--- src/rtl/i2c_slave_byte_ctrl_pkg.sv ---
// Shared constants for the I2C target byte controller: FSM state codes
// (4-bit, legacy-compatible values) and bus-level ACK/NACK levels.
package i2c_slave_byte_ctrl_pkg;

  localparam logic [3:0] ST_IDLE      = 4'd0;
  localparam logic [3:0] ST_ADDR      = 4'd1;
  localparam logic [3:0] ST_ADDR_ACK  = 4'd2;
  localparam logic [3:0] ST_RX_BYTE   = 4'd3;
  localparam logic [3:0] ST_RX_ACK    = 4'd4;
  localparam logic [3:0] ST_TX_BYTE   = 4'd5;
  localparam logic [3:0] ST_TX_ACK    = 4'd6;
  localparam logic [3:0] ST_WAIT_STOP = 4'd7;

  // SDA level seen on the wire during the acknowledge clock
  localparam logic SDA_ACK  = 1'b0;
  localparam logic SDA_NACK = 1'b1;

  function automatic logic addr_match(input logic [6:0] rx_addr,
                                      input logic [6:0] own_addr);
    return rx_addr == own_addr;
  endfunction

endpackage

--- src/rtl/i2c_slave_byte_ctrl_bus_mon.sv ---
// Bus monitor: synchronises SCL/SDA, produces single-cycle SCL edge pulses
// and START/STOP condition pulses from the synchronised samples.
module i2c_slave_bus_mon #(
  parameter int unsigned SYNC_STAGES = 2
) (
  input  logic Clk,
  input  logic Rst_n,
  input  logic Scl_i,
  input  logic Sda_i,
  output logic scl_rise,
  output logic scl_fall,
  output logic sda,
  output logic start_det,
  output logic stop_det
);

  logic [SYNC_STAGES-1:0] scl_sync;
  logic [SYNC_STAGES-1:0] sda_sync;
  logic                   scl_d;
  logic                   sda_d;
  logic                   scl_s;
  logic                   sda_s;

  // Idle bus is high, so flops reset to 1 to avoid phantom edges
  always_ff @(posedge Clk) begin
    if (!Rst_n) begin
      scl_sync <= '1;
      sda_sync <= '1;
      scl_d    <= 1'b1;
      sda_d    <= 1'b1;
    end else begin
      scl_sync <= {scl_sync[SYNC_STAGES-2:0], Scl_i};
      sda_sync <= {sda_sync[SYNC_STAGES-2:0], Sda_i};
      scl_d    <= scl_sync[SYNC_STAGES-1];
      sda_d    <= sda_sync[SYNC_STAGES-1];
    end
  end

  assign scl_s     = scl_sync[SYNC_STAGES-1];
  assign sda_s     = sda_sync[SYNC_STAGES-1];
  assign sda       = sda_s;
  assign scl_rise  = scl_s & ~scl_d;
  assign scl_fall  = ~scl_s & scl_d;
  assign start_det = scl_s & scl_d & sda_d & ~sda_s;
  assign stop_det  = scl_s & scl_d & ~sda_d & sda_s;

endmodule

--- src/rtl/i2c_slave_byte_ctrl.sv ---
// I2C target byte controller: address match, byte receive/transmit with
// ACK handling, host-side single-cycle strobes.
module i2c_slave_byte_ctrl
  import i2c_slave_byte_ctrl_pkg::*;
#(
  parameter int unsigned SYNC_STAGES = 2
) (
  input  logic       Clk,
  input  logic       Rst_n,
  input  logic       Scl_i,
  input  logic       Sda_i,
  output logic       Sda_oe,
  input  logic [6:0] Slv_addr,
  input  logic       Rx_ready,
  output logic [7:0] Rx_data,
  output logic       Rx_valid,
  input  logic [7:0] Tx_data,
  output logic       Tx_req,
  output logic       Master_ack,
  output logic       Addressed,
  output logic       Rw,
  output logic       Stop_det
);

  logic       scl_rise;
  logic       scl_fall;
  logic       sda;
  logic       bus_start;
  logic       bus_stop;

  logic [3:0] state;
  logic [2:0] bit_cnt;
  logic [7:0] shift;
  logic       tx_load;
  logic       ack_phase;
  logic       nack_pend;

  i2c_slave_bus_mon #(
    .SYNC_STAGES(SYNC_STAGES)
  ) u_bus_mon (
    .Clk       (Clk),
    .Rst_n     (Rst_n),
    .Scl_i     (Scl_i),
    .Sda_i     (Sda_i),
    .scl_rise  (scl_rise),
    .scl_fall  (scl_fall),
    .sda       (sda),
    .start_det (bus_start),
    .stop_det  (bus_stop)
  );

  // ack_phase marks "9th rise seen" so the 8th and 9th falls can be told apart
  always_ff @(posedge Clk) begin
    if (!Rst_n) begin
      state      <= ST_IDLE;
      bit_cnt    <= '0;
      shift      <= '0;
      tx_load    <= 1'b0;
      ack_phase  <= 1'b0;
      nack_pend  <= 1'b0;
      Sda_oe     <= 1'b0;
      Rx_data    <= '0;
      Rx_valid   <= 1'b0;
      Tx_req     <= 1'b0;
      Master_ack <= 1'b0;
      Addressed  <= 1'b0;
      Rw         <= 1'b0;
      Stop_det   <= 1'b0;
    end else begin
      Rx_valid <= 1'b0;
      Tx_req   <= 1'b0;
      Stop_det <= 1'b0;
      tx_load  <= Tx_req;
      if (tx_load) begin
        shift <= Tx_data;
      end

      if (bus_start) begin
        state     <= ST_ADDR;
        bit_cnt   <= '0;
        shift     <= '0;
        Addressed <= 1'b0;
        Sda_oe    <= 1'b0;
        ack_phase <= 1'b0;
        nack_pend <= 1'b0;
      end else if (bus_stop) begin
        state     <= ST_IDLE;
        Sda_oe    <= 1'b0;
        Stop_det  <= Addressed;
        Addressed <= 1'b0;
        ack_phase <= 1'b0;
        nack_pend <= 1'b0;
      end else begin
        case (state)
          ST_IDLE: begin
          end

          ST_ADDR: begin
            if (scl_rise) begin
              shift   <= {shift[6:0], sda};
              bit_cnt <= bit_cnt + 3'd1;
              if (bit_cnt == 3'd7) begin
                if (addr_match(shift[6:0], Slv_addr)) begin
                  Rw        <= sda;
                  Addressed <= 1'b1;
                  ack_phase <= 1'b0;
                  state     <= ST_ADDR_ACK;
                end else begin
                  state <= ST_WAIT_STOP;
                end
              end
            end
          end

          ST_ADDR_ACK: begin
            if (scl_rise) begin
              ack_phase <= 1'b1;
              if (Rw) begin
                Tx_req <= 1'b1;
              end
            end else if (scl_fall) begin
              if (!ack_phase) begin
                Sda_oe <= ~SDA_ACK;
              end else begin
                bit_cnt   <= '0;
                ack_phase <= 1'b0;
                if (Rw) begin
                  Sda_oe <= ~shift[7];
                  shift  <= {shift[6:0], 1'b0};
                  state  <= ST_TX_BYTE;
                end else begin
                  Sda_oe <= 1'b0;
                  state  <= ST_RX_BYTE;
                end
              end
            end
          end

          ST_RX_BYTE: begin
            if (scl_rise) begin
              shift   <= {shift[6:0], sda};
              bit_cnt <= bit_cnt + 3'd1;
              if (bit_cnt == 3'd7) begin
                Rx_data   <= {shift[6:0], sda};
                Rx_valid  <= 1'b1;
                ack_phase <= 1'b0;
                if (Rx_ready) begin
                  state <= ST_RX_ACK;
                end else begin
                  nack_pend <= 1'b1;
                  state     <= ST_WAIT_STOP;
                end
              end
            end
          end

          ST_RX_ACK: begin
            if (scl_rise) begin
              ack_phase <= 1'b1;
            end else if (scl_fall) begin
              if (!ack_phase) begin
                Sda_oe <= ~SDA_ACK;
              end else begin
                Sda_oe    <= 1'b0;
                ack_phase <= 1'b0;
                state     <= ST_RX_BYTE;
              end
            end
          end

          // Entered on the fall that drove bit7; bit_cnt wraps to 0 after the 8th rise
          ST_TX_BYTE: begin
            if (scl_rise) begin
              bit_cnt <= bit_cnt + 3'd1;
            end else if (scl_fall) begin
              if (bit_cnt == 3'd0) begin
                Sda_oe    <= 1'b0;
                ack_phase <= 1'b0;
                state     <= ST_TX_ACK;
              end else begin
                Sda_oe <= ~shift[7];
                shift  <= {shift[6:0], 1'b0};
              end
            end
          end

          ST_TX_ACK: begin
            if (scl_rise && !ack_phase) begin
              Master_ack <= (sda == SDA_ACK);
              if (sda == SDA_ACK) begin
                Tx_req    <= 1'b1;
                ack_phase <= 1'b1;
              end else begin
                Sda_oe    <= 1'b0;
                Addressed <= 1'b0;
                state     <= ST_WAIT_STOP;
              end
            end else if (scl_fall && ack_phase) begin
              Sda_oe    <= ~shift[7];
              shift     <= {shift[6:0], 1'b0};
              bit_cnt   <= '0;
              ack_phase <= 1'b0;
              state     <= ST_TX_BYTE;
            end
          end

          // After a host-side NACK, Addressed holds until the 9th clock completes
          ST_WAIT_STOP: begin
            Sda_oe <= 1'b0;
            if (nack_pend) begin
              if (scl_rise) begin
                ack_phase <= 1'b1;
              end else if (scl_fall && ack_phase) begin
                Addressed <= 1'b0;
                nack_pend <= 1'b0;
                ack_phase <= 1'b0;
              end
            end
          end

          default: begin
            state  <= ST_IDLE;
            Sda_oe <= 1'b0;
          end
        endcase
      end
    end
  end

endmodule

--- config.mk ---
export PLATFORM = sky130hd
export DESIGN_NAME = i2c_slave_byte_ctrl
export DESIGN_NICKNAME = d
export VERILOG_FILES = /design/src/rtl/i2c_slave_byte_ctrl_pkg.sv /design/src/rtl/i2c_slave_byte_ctrl_bus_mon.sv /design/src/rtl/i2c_slave_byte_ctrl.sv
export SDC_FILE = /design/constraint.sdc
export NUM_CORES = 1
export LEC_CHECK = 0
export BUFFER_PORTS_ARGS = -buffer_cell sky130_fd_sc_hd__buf_2
export CAP_MARGIN = 5
export CELL_PAD_IN_SITES_DETAIL_PLACEMENT = 0
export CELL_PAD_IN_SITES_GLOBAL_PLACEMENT = 1
export CORE_UTILIZATION = 47
export CTS_BUF_LIST = sky130_fd_sc_hd__clkbuf_8
export DETAILED_ROUTE_END_ITERATION = 12
export GPL_ROUTABILITY_DRIVEN = 0
export PLACE_DENSITY = 0.95
export SETUP_SLACK_MARGIN = 0.1
export SLEW_MARGIN = 20
export SYNTH_ARGS = -nofsm -noshare
export SYNTH_HDL_FRONTEND = slang
export SYNTH_HIERARCHICAL = 1
export SYNTH_SLANG_ARGS = --single-unit
--- constraint.sdc ---
create_clock -name Clk -period 4.9 [get_ports Clk]
set_input_delay 0.98 -clock Clk [delete_from_list [all_inputs] [get_ports Clk]]
set_output_delay 0.98 -clock Clk [all_outputs]
set_load 0.05 [all_outputs]
# Word level (Yosys, flattened, before mapping)
# Index checks and enable logic that the tools add are counted.
# op_classes
n_addsub	1
n_mul	0
div_mod_pow	0
magnitude_cmp	0
n_eq_ne	52
shifts	0
mux	93
n_bitwise	19
n_reduce_logical	28
# ops
cell	n
$mux W8	12
$mux W4	16
$ne A4 B4 Y1 const B	13
$mux W1	48
$ne A2 B2 Y1 const B	21
$pmux W8 S4	1
$reduce_and A16 Y1	2
$pmux W4 S7	1
$mux W3	8
$reduce_and A9 Y1	2
$eq A4 B3 Y1 const B	4
$not A1 Y1	12
$reduce_and A12 Y1	1
$reduce_or A3 Y1	4
$pmux W3 S3	1
$eq A4 B2 Y1 const B	2
$reduce_and A4 Y1	2
$reduce_and A8 Y1	1
$reduce_or A2 Y1	4
$and A1 B1 Y1	7
$eq A7 B7 Y1	1
$ne A3 B1 Y1 const B	2
$ne A3 B3 Y1 const B	2
$pmux W1 S6	1
21 further kinds	25
# word_totals
regBits	39
latchBits	0
mem_bits_rw	0
rom_bits	0
in_bits	20
output_inout_bits	15
elab_cells	212
memories	0

# Logic depth before layout (Yosys ltp)
# Gate-level depths: netlist of run 1.
# depth
depth_word	8
ltp_mapped	9
mapped_depth_nobuf	7

# Modules after synthesis
# The synthesis of run 1 kept the hierarchy.
# modules_own_cells
module	n_inst	cells_per_inst	area_per_inst_um2	seq_area_each_um2
i2c_slave_byte_ctrl	1	244	2035.7	640.6
i2c_slave_bus_mon	1	16	190.2	120.1

# Least setup slack after synthesis of run 1
# Ideal clock, no wire load.
# synth_timing
path_type	register to register
startpoint	register u_bus_mon.scl_d
endpoint	register shift[6]
arrival_ns	1.985
required_ns	4.761
path_slack_ns	2.776
path_stages_with_launch	9
period_less_slack_ns	2.124
path_cell_list	dfxtp_1 nor2b_1 nand2b_4 o311a_1 or4_1 buf_2 buf_6 nor2_1 a211oi_2
# synth_between
elab_chain_cells	6
word_cells_on_any_way	20
# synth_lines
element	line	text
start: declaration	i2c_slave_byte_ctrl_bus_mon.sv:19	logic scl_d;
start signal: assignment	i2c_slave_byte_ctrl_bus_mon.sv:34	scl_d <= scl_sync[SYNC_STAGES-1];
$and A1 B1 Y1 (*)	i2c_slave_byte_ctrl_bus_mon.sv:43	assign scl_fall = ~scl_s & scl_d;
named net scl_fall	i2c_slave_byte_ctrl.sv:26	logic scl_fall;
$logic_and A1 B1 Y1	i2c_slave_byte_ctrl.sv:198	end else if (scl_fall && ack_phase) begin
$mux W8	i2c_slave_byte_ctrl.sv:198	
$mux W8	i2c_slave_byte_ctrl.sv:188	if (scl_rise && !ack_phase) begin
$pmux W8 S4 (*)	i2c_slave_byte_ctrl.sv:94	case (state)
$mux W8 (*)	i2c_slave_byte_ctrl.sv:86	end else if (bus_stop) begin
end signal: assignment	i2c_slave_byte_ctrl.sv:100	shift <= {shift[6:0], sda};
end signal: assignment	i2c_slave_byte_ctrl.sv:182	shift <= {shift[6:0], 1'b0};
end signal: assignment	i2c_slave_byte_ctrl.sv:200	shift <= {shift[6:0], 1'b0};
end: declaration	i2c_slave_byte_ctrl.sv:33	logic [7:0] shift;
# Mark *: on every way through the listed nets, which the timed path passes. The rest lies on a longest branch.
# A chain may end at the register's enable or synchronous reset.

# Final worst setup path of run 1
# layout_timing
startpoint	register u_bus_mon.scl_sync[1]
endpoint	register shift[4]
# layout_between
word_cells_on_any_way	20
# layout_rtl
element	line	text
start: declaration	i2c_slave_byte_ctrl_bus_mon.sv:17	logic [SYNC_STAGES-1:0] scl_sync;
start signal: assignment	i2c_slave_byte_ctrl_bus_mon.sv:32	scl_sync <= {scl_sync[SYNC_STAGES-2:0], Scl_i};
$and A1 B1 Y1 (*)	i2c_slave_byte_ctrl_bus_mon.sv:42	assign scl_rise = scl_s & ~scl_d;
named net scl_rise	i2c_slave_byte_ctrl.sv:25	logic scl_rise;
$logic_and A1 B1 Y1	i2c_slave_byte_ctrl.sv:188	
$mux W8	i2c_slave_byte_ctrl.sv:188	
$pmux W8 S4 (*)	i2c_slave_byte_ctrl.sv:94	
$mux W8 (*)	i2c_slave_byte_ctrl.sv:86	
# Marked as above.

==> results.ini, run 1 <==
[status]
status=complete, no violations

[yosys]
yosysWarnings=6
synth_top_area_frac=0.342
avgSynthCellArea_um2=8.56
synth_async_sr_flop_share=0
synth_top_family_by_area=simple AND/OR/NAND/NOR gates
synth-edff-count=0
synth-simple-area-share=0.284
syn_area_um2=2230
synth_commonest_cells=dfxtp_1, mux2i_1, nor2_1
postSynthCellCount=260
yosys_most_used_dff=dfxtp_1
ys_top_cells_by_area=dfxtp_1, mux2i_1, nor2b_1, a211oi_2, nor2_1
synth_compound_area_frac=0.171
synth_xor_area_frac=0.0275
synth_cell_types=49
yosys.area.top_type=dfxtp_1
muxShareOfSynthArea=0.110
ys_ff_latch=38
synth.most_common_cell=dfxtp_1
synth_nets=283
synthAdderAreaFrac=0.0169
ys_seq_area_frac=0.342

[floorplan]
fp.coreArea_um2=4440
die_area_um2=5020
rows=24
die_w_um=70.8
ioPinCount=35
die_y_um=70.8
initial_core_util=0.501

[grt]
grt_pass1_wl_um=8430
use_met3=0.0499
grt.total_usage=0.215
grt_pass1_vias=1787
grt_max_degree=34
grt_overflow=0
grt.busiest_layer=met2
antenna_found_initial=0
grt.met1_usage=0.281
use_met2=0.346

[clock_network]
postCtsSetupBuffers=0
cts-root-buf=clkbuf_8
tritoncts=built
cts.htree.levels=2
cts-buffers-inserted=5
clock_latency_ns=0.30
ctsResizeCount=0
cts_hold_buf=0
clk_pin_slew_ns=0.07
clock_path_buffers=2
cts.sinks=38

[worst_setup_path]
cp.required_ns=5.05
cp.arrival_ns=2.82
reg2reg_from=u_bus_mon/scl_sync[1]
path_max_fanout=17
worst_path_max_delay_cell=or4_1
crit_start=u_bus_mon/scl_sync[1]
end_kind=flip-flop
critPathLaunchType=flip-flop
path_class=flip-flop to flip-flop
crit_chain=nor2b_1 > nand2b_1 > a21oi_1 > or4_1 > nor2_1 > a211oi_2
crit_path_max_incr_delay_ns=0.83

[sta]
rsz0062_at_grt=no
setup_viol_count_final=0
maxSlewHeadroom=0.345
period_needed_ns=2.67
finalHoldViolations=0
slew_viol_final=0
fin_skew_ns=0.0130
tightest_slew_ns=0.981
clock.fmax_mhz=374
finalCritPeriodShare=0.545
setup_tns_ns=0

[power_and_ir_drop]
vdd_drop_max_mv=0.148
pwr_density_cell_nw_per_um2=245
p_total_mw=0.613
p_leak_nw=0.909

[placed_design]
port_buffers=34
dp_cells=330
placed_area_um2=2410
hpwl_um=3550

[drt]
drtIter0Drc=144
vias=1941
wl_per_cell_um=15.0
dr.pass1.iters=6
drt_wl_total_um=5060
postRouteAntennaNets=0
viasPerCell=5.74
post-route-drc-count=0

[finish]
area_delta_synth_final_pct=12.4
drive_gt1_frac=0.210
final_net_count=308
fin_area_um2=2500
num_antenna_cells=0
fillers=431
fin_cells=338

[worst_hold_path]
hp-start=u_bus_mon/sda_sync[0]
min_path_type=flip-flop to flip-flop

[flow_run]
drv_cap=0

==> cell families after synthesis <==
kind of cell	after synthesis
AOI/OAI and AO/OA	52
xor gates and xnor gates	7
adders and majority gates	3
buffers and inverters	25
DFF	38
muxes	24
and+or+nand+nor	111
==> layout by cell type, fill, tap and decap left out, types with 6 or more instances in the layout <==
master	Yosys	layout
nand2b_1	11	11
nor3_1	12	12
nor2b_1	16	16
a21oi_1	12	12
nand2_1	16	16
nor2_1	20	20
buf_2	7	34
dfxtp_1	38	38
xnor2_1	7	7
mux2i_1	21	21
o21ai_0	12	12
clkbuf_8	0	6
a211oi_2	7	7
inv_1	7	7
==> metrics by stage <==
stage	setup slack, ns	hold slack (ns)	utilization
final	2.23	0.410	0.563
after CTS	2.26	0.415	0.563
after global placement	2.17	0.389	0.540
after global routing	2.07	0.444	0.563
after detailed placement	2.27	0.397	0.542
after floorplan	2.78	0.386	-
==> critical path, delay by kind of cell, from the launching register on <==
kind / cells / cell delay (ns)
AND/OR/NAND/NOR: 4 / 2.05
flip-flops: 1 / 0.37
AO/OA/AOI/OAI: 2 / 0.12
==> per-layer routing <==
layer,vias to the layer above,routed length [um]
met3,10,269
met2,51,2380
li1,979,-
met5,-,0
met4,0,93
met1,901,2310
==> registers in the layout, indices dropped and copies added (netlist names), 2 cells and up <==
name                cells
bit_cnt                 3
state                   3
u_bus_mon/sda_sync      2
shift                   8
Rx_data                 8
u_bus_mon/scl_sync      2
==> where the power goes <==
group | switching [mW] | total, mW | internal (mW)
logic | 0.0346 | 0.0621 | 0.0276
clock network | 0.115 | 0.228 | 0.113
registers | 0.00786 | 0.323 | 0.315
==> worst paths after layout <==
kind / end / slack [ns] / depth (start not counted)
worst max-delay path: shift[4] / 2.23 / 6
worst min-delay path: u_bus_mon/sda_sync[1] / 0.41 / 1
worst max register to register: shift[4] / 2.23 / 6
worst min register to register: u_bus_mon/sda_sync[1] / 0.41 / 1
==> layout make-up <==
class                           instances  area (um2)  area share
Clock buffer                            6        82.6      0.0330
Clock inverter                          2        12.5     0.00500
Inverter                                7        26.3      0.0105
Multi-Input combinational cell        197        1370       0.547
Sequential cell                        38         761       0.304
Tap cell                               52        65.1      0.0260
Timing Repair Buffer                   36         185      0.0740
Note: power is estimated with default switching activity, not from simulation.
==> inputs of run 2 (changes only) <==
- CORE_UTILIZATION: 47 -> 40
- PLACE_DENSITY: 0.95 -> 0.89
- clock period: 4.9 -> 2.42 ns (I/O delays scaled with it)
==> run 2 against run 1 <==
Core utilization decreased by 6.4 points; critical path depth unchanged; clock-buffer cell count unchanged; register-to-register slack got worse by 1.9 ns; combinational power increased by 120%; sequential share of layout area decreased by 1.3 points; highest routed layer unchanged; critical endpoint is now state[0].
==> results.ini, run 2 (same netlist as run 1, synthesis figures left out) <==
[status]
status=complete, no violations

[sta]
fin_skew_ns=0.00480  ; -0.00815 ns
period_needed_ns=2.13  ; -0.547 ns
finalCritPeriodShare=0.878  ; +0.333
slew_viol_final=0  ; unchanged
finalHoldViolations=0  ; unchanged
clock.fmax_mhz=470  ; +26%
setup_ws_ns=0.295  ; -1.93 ns
setup_tns_ns=0  ; unchanged
setup_viol_count_final=0  ; unchanged
maxSlewHeadroom=0.578  ; +0.234
tightest_slew_ns=0.626  ; -0.355 ns
rsz0062_at_grt=no
hold_slack_ns=0.373  ; -0.0367 ns

[placed_design]
hpwl_um=3850  ; +8.3%
dp_slack_ns=0.217  ; -2.05 ns
port_buffers=34  ; unchanged

[floorplan]
initial_core_util=0.425  ; -0.0759
die_area_um2=5870  ; +17%
ioPinCount=35  ; unchanged
die_w_um=76.6  ; +8.2%
die_y_um=76.6  ; +8.2%
fp.coreArea_um2=5240  ; +18%
rows=26  ; +8.3%

[clock_network]
postCtsSetupBuffers=0  ; unchanged
tritoncts=built
clk_pin_slew_ns=0.08  ; about the same
cts.sinks=38  ; unchanged
clock_latency_ns=0.29  ; about the same
cts-root-buf=clkbuf_8
cts.htree.levels=2  ; unchanged
clock_path_buffers=2  ; unchanged
cts-buffers-inserted=5  ; unchanged

[drt]
drt_wl_total_um=5370  ; +6.2%
postRouteAntennaNets=0  ; unchanged
viasPerCell=5.50  ; -4.3%
drtIter0Drc=138  ; -4.2%
vias=2006  ; +3.3%
wl_per_cell_um=14.7  ; -1.7%
post-route-drc-count=0  ; unchanged
dr.pass1.iters=4  ; -2

[power_and_ir_drop]
pwr_density_cell_nw_per_um2=512  ; +110%
seq_power_share=0.488  ; -0.039
internal_power_mw=1.03  ; +130%
clockPowerShare=0.410  ; +0.038
p_leak_nw=0.973  ; +7.0%
p_comb_frac=0.102  ; about the same
swShare=0.231  ; -0.0258
p_sw_mw=0.309  ; +96%
vdd_drop_max_mv=0.292  ; +97%

[worst_setup_path]
cp.required_ns=2.63  ; -2.42 ns
path_max_fanout=8  ; -9
cp.arrival_ns=2.34  ; -0.48 ns
end_kind=flip-flop
path_class=flip-flop to flip-flop
r2r_setup_slack_ns=0.29  ; -1.93 ns
critPathLaunchType=flip-flop

[grt]
grt_pass1_vias=1919  ; +7.4%
grt_pass1_wl_um=8990  ; +6.6%
grt.met1_usage=0.250  ; -0.0307
antenna_found_initial=0  ; unchanged
grt_max_degree=21  ; -38%
grt.total_usage=0.190  ; -0.0250
use_met3=0.0347  ; -0.0151
use_met2=0.301  ; -0.0453
grt.busiest_layer=met2
grt_overflow=0  ; unchanged

[finish]
num_antenna_cells=0  ; unchanged
area_delta_synth_final_pct=17.3
drive_gt1_frac=0.237  ; +0.0275
top_regs=Rx_data x8, shift x8
final_net_count=318  ; +3.2%
final_common_cell=dfxtp_1
fillers=516  ; +20%
final_cell_mix=dfxtp_1, buf_2, mux2i_1

[worst_hold_path]
min_path_type=input port to flip-flop

[flow_run]
drv_cap=0  ; unchanged

[run 2: power by group through the flow]
stage	sequential, mW	clock, mW	combinational (mW)
2_1_floorplan	0.662	0	0.0944
3_3_place_gp	0.667	0	0.134
3_5_place_dp	0.667	0	0.135
4_1_cts	0.653	0.557	0.136
5_1_grt	0.655	0.590	0.150
6_report	0.653	0.549	0.136
[run 2: final cells by class]
class,instances,area [um2],share of cell area
tap,70,87.6,0.0335
inverter,7,26.3,0.0101
clock inverter,1,30.0,0.0115
timing repair buffer,46,260,0.0997
clock buffer,6,82.6,0.0316
multi-input combinational,197,1360,0.522
sequential,38,761,0.291
[run 2: what timing repair did]
item | in CTS | in global routing
endpoints found under the setup margin | 0 | 4
hold buffers | 0 | 0
gates resized for setup | 0 | 1
[run 2: critical path, cell delays in order (launching register included)]
cell and delay [ns]:
dfxtp_1 0.37, nor2b_2 0.34, nor3_1 0.10, or4_1 0.55
nor3_2 0.31, a31oi_1 0.15, nor3_1 0.21
[run 2: worst paths after layout]
check,from,end,cells after the start
worst max-delay path,u_bus_mon/scl_sync[1],state[0],6
worst max register to register,u_bus_mon/scl_sync[1],state[0],6
worst min register to register,u_bus_mon/sda_sync[0],u_bus_mon/sda_sync[1],1
worst min-delay path,Scl_i,u_bus_mon/scl_sync[0],2
[run 2: through the flow]
step / power (mW) / std cells / instance area (um2) / util
after floorplan: 0.757 / 260 / 2230 / -
after global placement: 0.801 / 358 / 2500 / 0.477
after detailed placement: 0.802 / 358 / 2500 / 0.477
after CTS: 1.35 / 365 / 2610 / 0.498
after global routing: 1.39 / 365 / 2610 / 0.499
final: 1.34 / 365 / 2610 / 0.499
[run 2: layer usage]
metal  up-vias  part of all wire
met5         -                 0
met4         0             0.012
met3         5             0.058
met2        54              0.47
met1       951              0.46
li1        996                 -
==> inputs of run 3 (changes only) <==
--- a/config.mk
+++ b/config.mk
@@ -16,2 +16,3 @@
 export PLACE_DENSITY = 0.89
+export RECOVER_POWER = 50
 export SETUP_SLACK_MARGIN = 0.1
==> constraint.sdc (replaced) <==
create_clock -name Clk -period 2.42 [get_ports Clk]
set_input_delay 0 -clock Clk [delete_from_list [all_inputs] [get_ports Clk]]
set_output_delay 0 -clock Clk [all_outputs]
set_load 0.05 [all_outputs]
==> run 3 against run 2 <==
Non-clock buffer count grew 2; critical path depth rose by 1; sequential share of layout area increased by 0.11 points; sequential power barely moved; register-to-register slack got worse by 0.05 ns; core utilization fell by 0.19 points; worst hold slack got worse by 0.31 ns; fmax fell by 2.3%.
==> results.ini, run 3 (same netlist as run 1, synthesis figures left out) <==
[finish]
fin_cells=367  ; +0.55%
fillers=527  ; +2.1%
final_cell_mix=dfxtp_1, mux2i_1, nor2_1
final_common_cell=dfxtp_1
area_delta_synth_final_pct=16.9
fin_util=0.497  ; -0.00191
fin_area_um2=2600  ; -0.38%
final_net_count=320  ; +0.63%
top_regs=Rx_data x8, shift x8
drive_gt1_frac=0.175  ; -0.0622
num_antenna_cells=0  ; unchanged

[grt]
grt_max_degree=21  ; unchanged
grt.total_usage=0.191  ; +0.00101
grt_pass1_wl_um=9030  ; +0.47%
grt_pass1_vias=1945  ; +1.4%
grt_overflow=0  ; unchanged
antenna_found_initial=0  ; unchanged

[clock_network]
tritoncts=built
cts.htree.levels=2  ; unchanged
clock_latency_ns=0.29  ; about the same
clk_pin_slew_ns=0.08  ; about the same
postCtsSetupBuffers=0  ; unchanged
clock_path_buffers=2  ; unchanged
cts-root-buf=clkbuf_8
cts.sinks=38  ; unchanged
cts-buffers-inserted=5  ; unchanged

[drt]
postRouteAntennaNets=0  ; unchanged
viasPerCell=5.52  ; +0.45%
dr.pass1.iters=4  ; unchanged
wl_per_cell_um=14.7  ; -0.23%
vias=2026  ; +1.0%
post-route-drc-count=0  ; unchanged
drt_wl_total_um=5390  ; +0.32%
drtIter0Drc=143  ; +3.6%

[sta]
maxSlewHeadroom=0.509  ; -0.0690
slew_viol_final=0  ; unchanged
clock.fmax_mhz=460  ; -2.3%
finalCritPeriodShare=0.899  ; +0.0205
tightest_slew_ns=0.736  ; +0.110 ns
rsz0062_at_grt=no
finalHoldViolations=0  ; unchanged
setup_viol_count_final=0  ; unchanged
hold_slack_ns=0.0668  ; -0.306 ns
period_needed_ns=2.17  ; +0.0495 ns
setup_tns_ns=0  ; unchanged
fin_skew_ns=0.00625  ; +0.00145 ns
setup_ws_ns=0.245  ; -0.0495 ns

[worst_setup_path]
path_class=flip-flop to flip-flop
reg2reg_from=state[0]
cp.required_ns=2.60  ; -0.03 ns
critPathLaunchType=flip-flop
crit_start=state[0]
end_kind=flip-flop
path_max_fanout=14  ; +6
cp.arrival_ns=2.35  ; about the same

[placed_design]
port_buffers=34  ; unchanged
placed_area_um2=2500  ; unchanged
hpwl_um=3850  ; unchanged
dp_cells=358  ; unchanged
dp_slack_ns=0.217  ; unchanged

[power_and_ir_drop]
p_total_mw=1.34  ; about the same
vdd_drop_max_mv=0.291  ; about the same
pwr_density_cell_nw_per_um2=514  ; +0.38%
p_leak_nw=0.903  ; -7.3%

[worst_hold_path]
hp-start=Rst_n
min_path_type=input port to flip-flop

[floorplan]
die_w_um=76.6  ; unchanged
ioPinCount=35  ; unchanged
fp.coreArea_um2=5240  ; unchanged
die_area_um2=5870  ; unchanged
initial_core_util=0.425  ; unchanged
die_y_um=76.6  ; unchanged
rows=26  ; unchanged

[status]
status=complete, no violations

[flow_run]
drv_cap=0  ; unchanged

[run 3: cell types whose count changed in the layout (fill, tap and decap cells not counted), sizes merged]
| cell | before | now |
|---|---|---|
| clkbuf | 6 | 24 |
| buf | 46 | 28 |
| dlygate4sd3 | 0 | 2 |
[run 3: cell type report]
| cell class | count | area, um2 | area share |
|---|---|---|---|
| repair buffers | 48 | 250 | 0.0962 |
| well taps | 70 | 87.6 | 0.0337 |
| flip-flops and latches | 38 | 761 | 0.292 |
| multi-input cells | 197 | 1360 | 0.524 |
| clock inverters | 1 | 30.0 | 0.0115 |
| inverters | 7 | 26.3 | 0.0101 |
| clock buffers | 6 | 82.6 | 0.0317 |
[run 3: power breakdown]
part	internal (mW)	switching [mW]
registers	0.638	0.0154
clock network	0.330	0.217
logic	0.0620	0.0756
total	1.03	0.308
[run 3: critical path, stage by stage, from the launching register on]
cell,delay (ns)
dfxtp_1,0.50
buf_4,0.26
nor2b_1,0.19
nand2_1,0.08
nor4_2,0.13
clkbuf_1,0.56
mux2i_1,0.27
nor2b_1,0.07
[run 3: timing repair]
item | 4_1_cts | 5_1_grt
endpoints found under the hold margin | 2 | 0
endpoints found under the setup margin | 0 | 4
hold buffers | 2 | 0
gates resized for setup | 0 | 1
[run 3: worst paths after layout]
path	to	slack [ns]	cells past startpoint
worst max-delay path	Rx_data[6]	0.25	7
worst min-delay path	u_bus_mon/scl_sync[0]	0.07	2
worst max register to register	Rx_data[6]	0.25	7
worst min register to register	u_bus_mon/sda_sync[1]	0.41	1
[run 3: per-layer routing]
layer	vias to the layer above	GRT usage	wire length (um)
li1	1006	-	-
met1	940	0.249	2500
met2	72	0.304	2500
met3	8	0.0347	317
met4	0	0.0885	69
met5	-	0	0
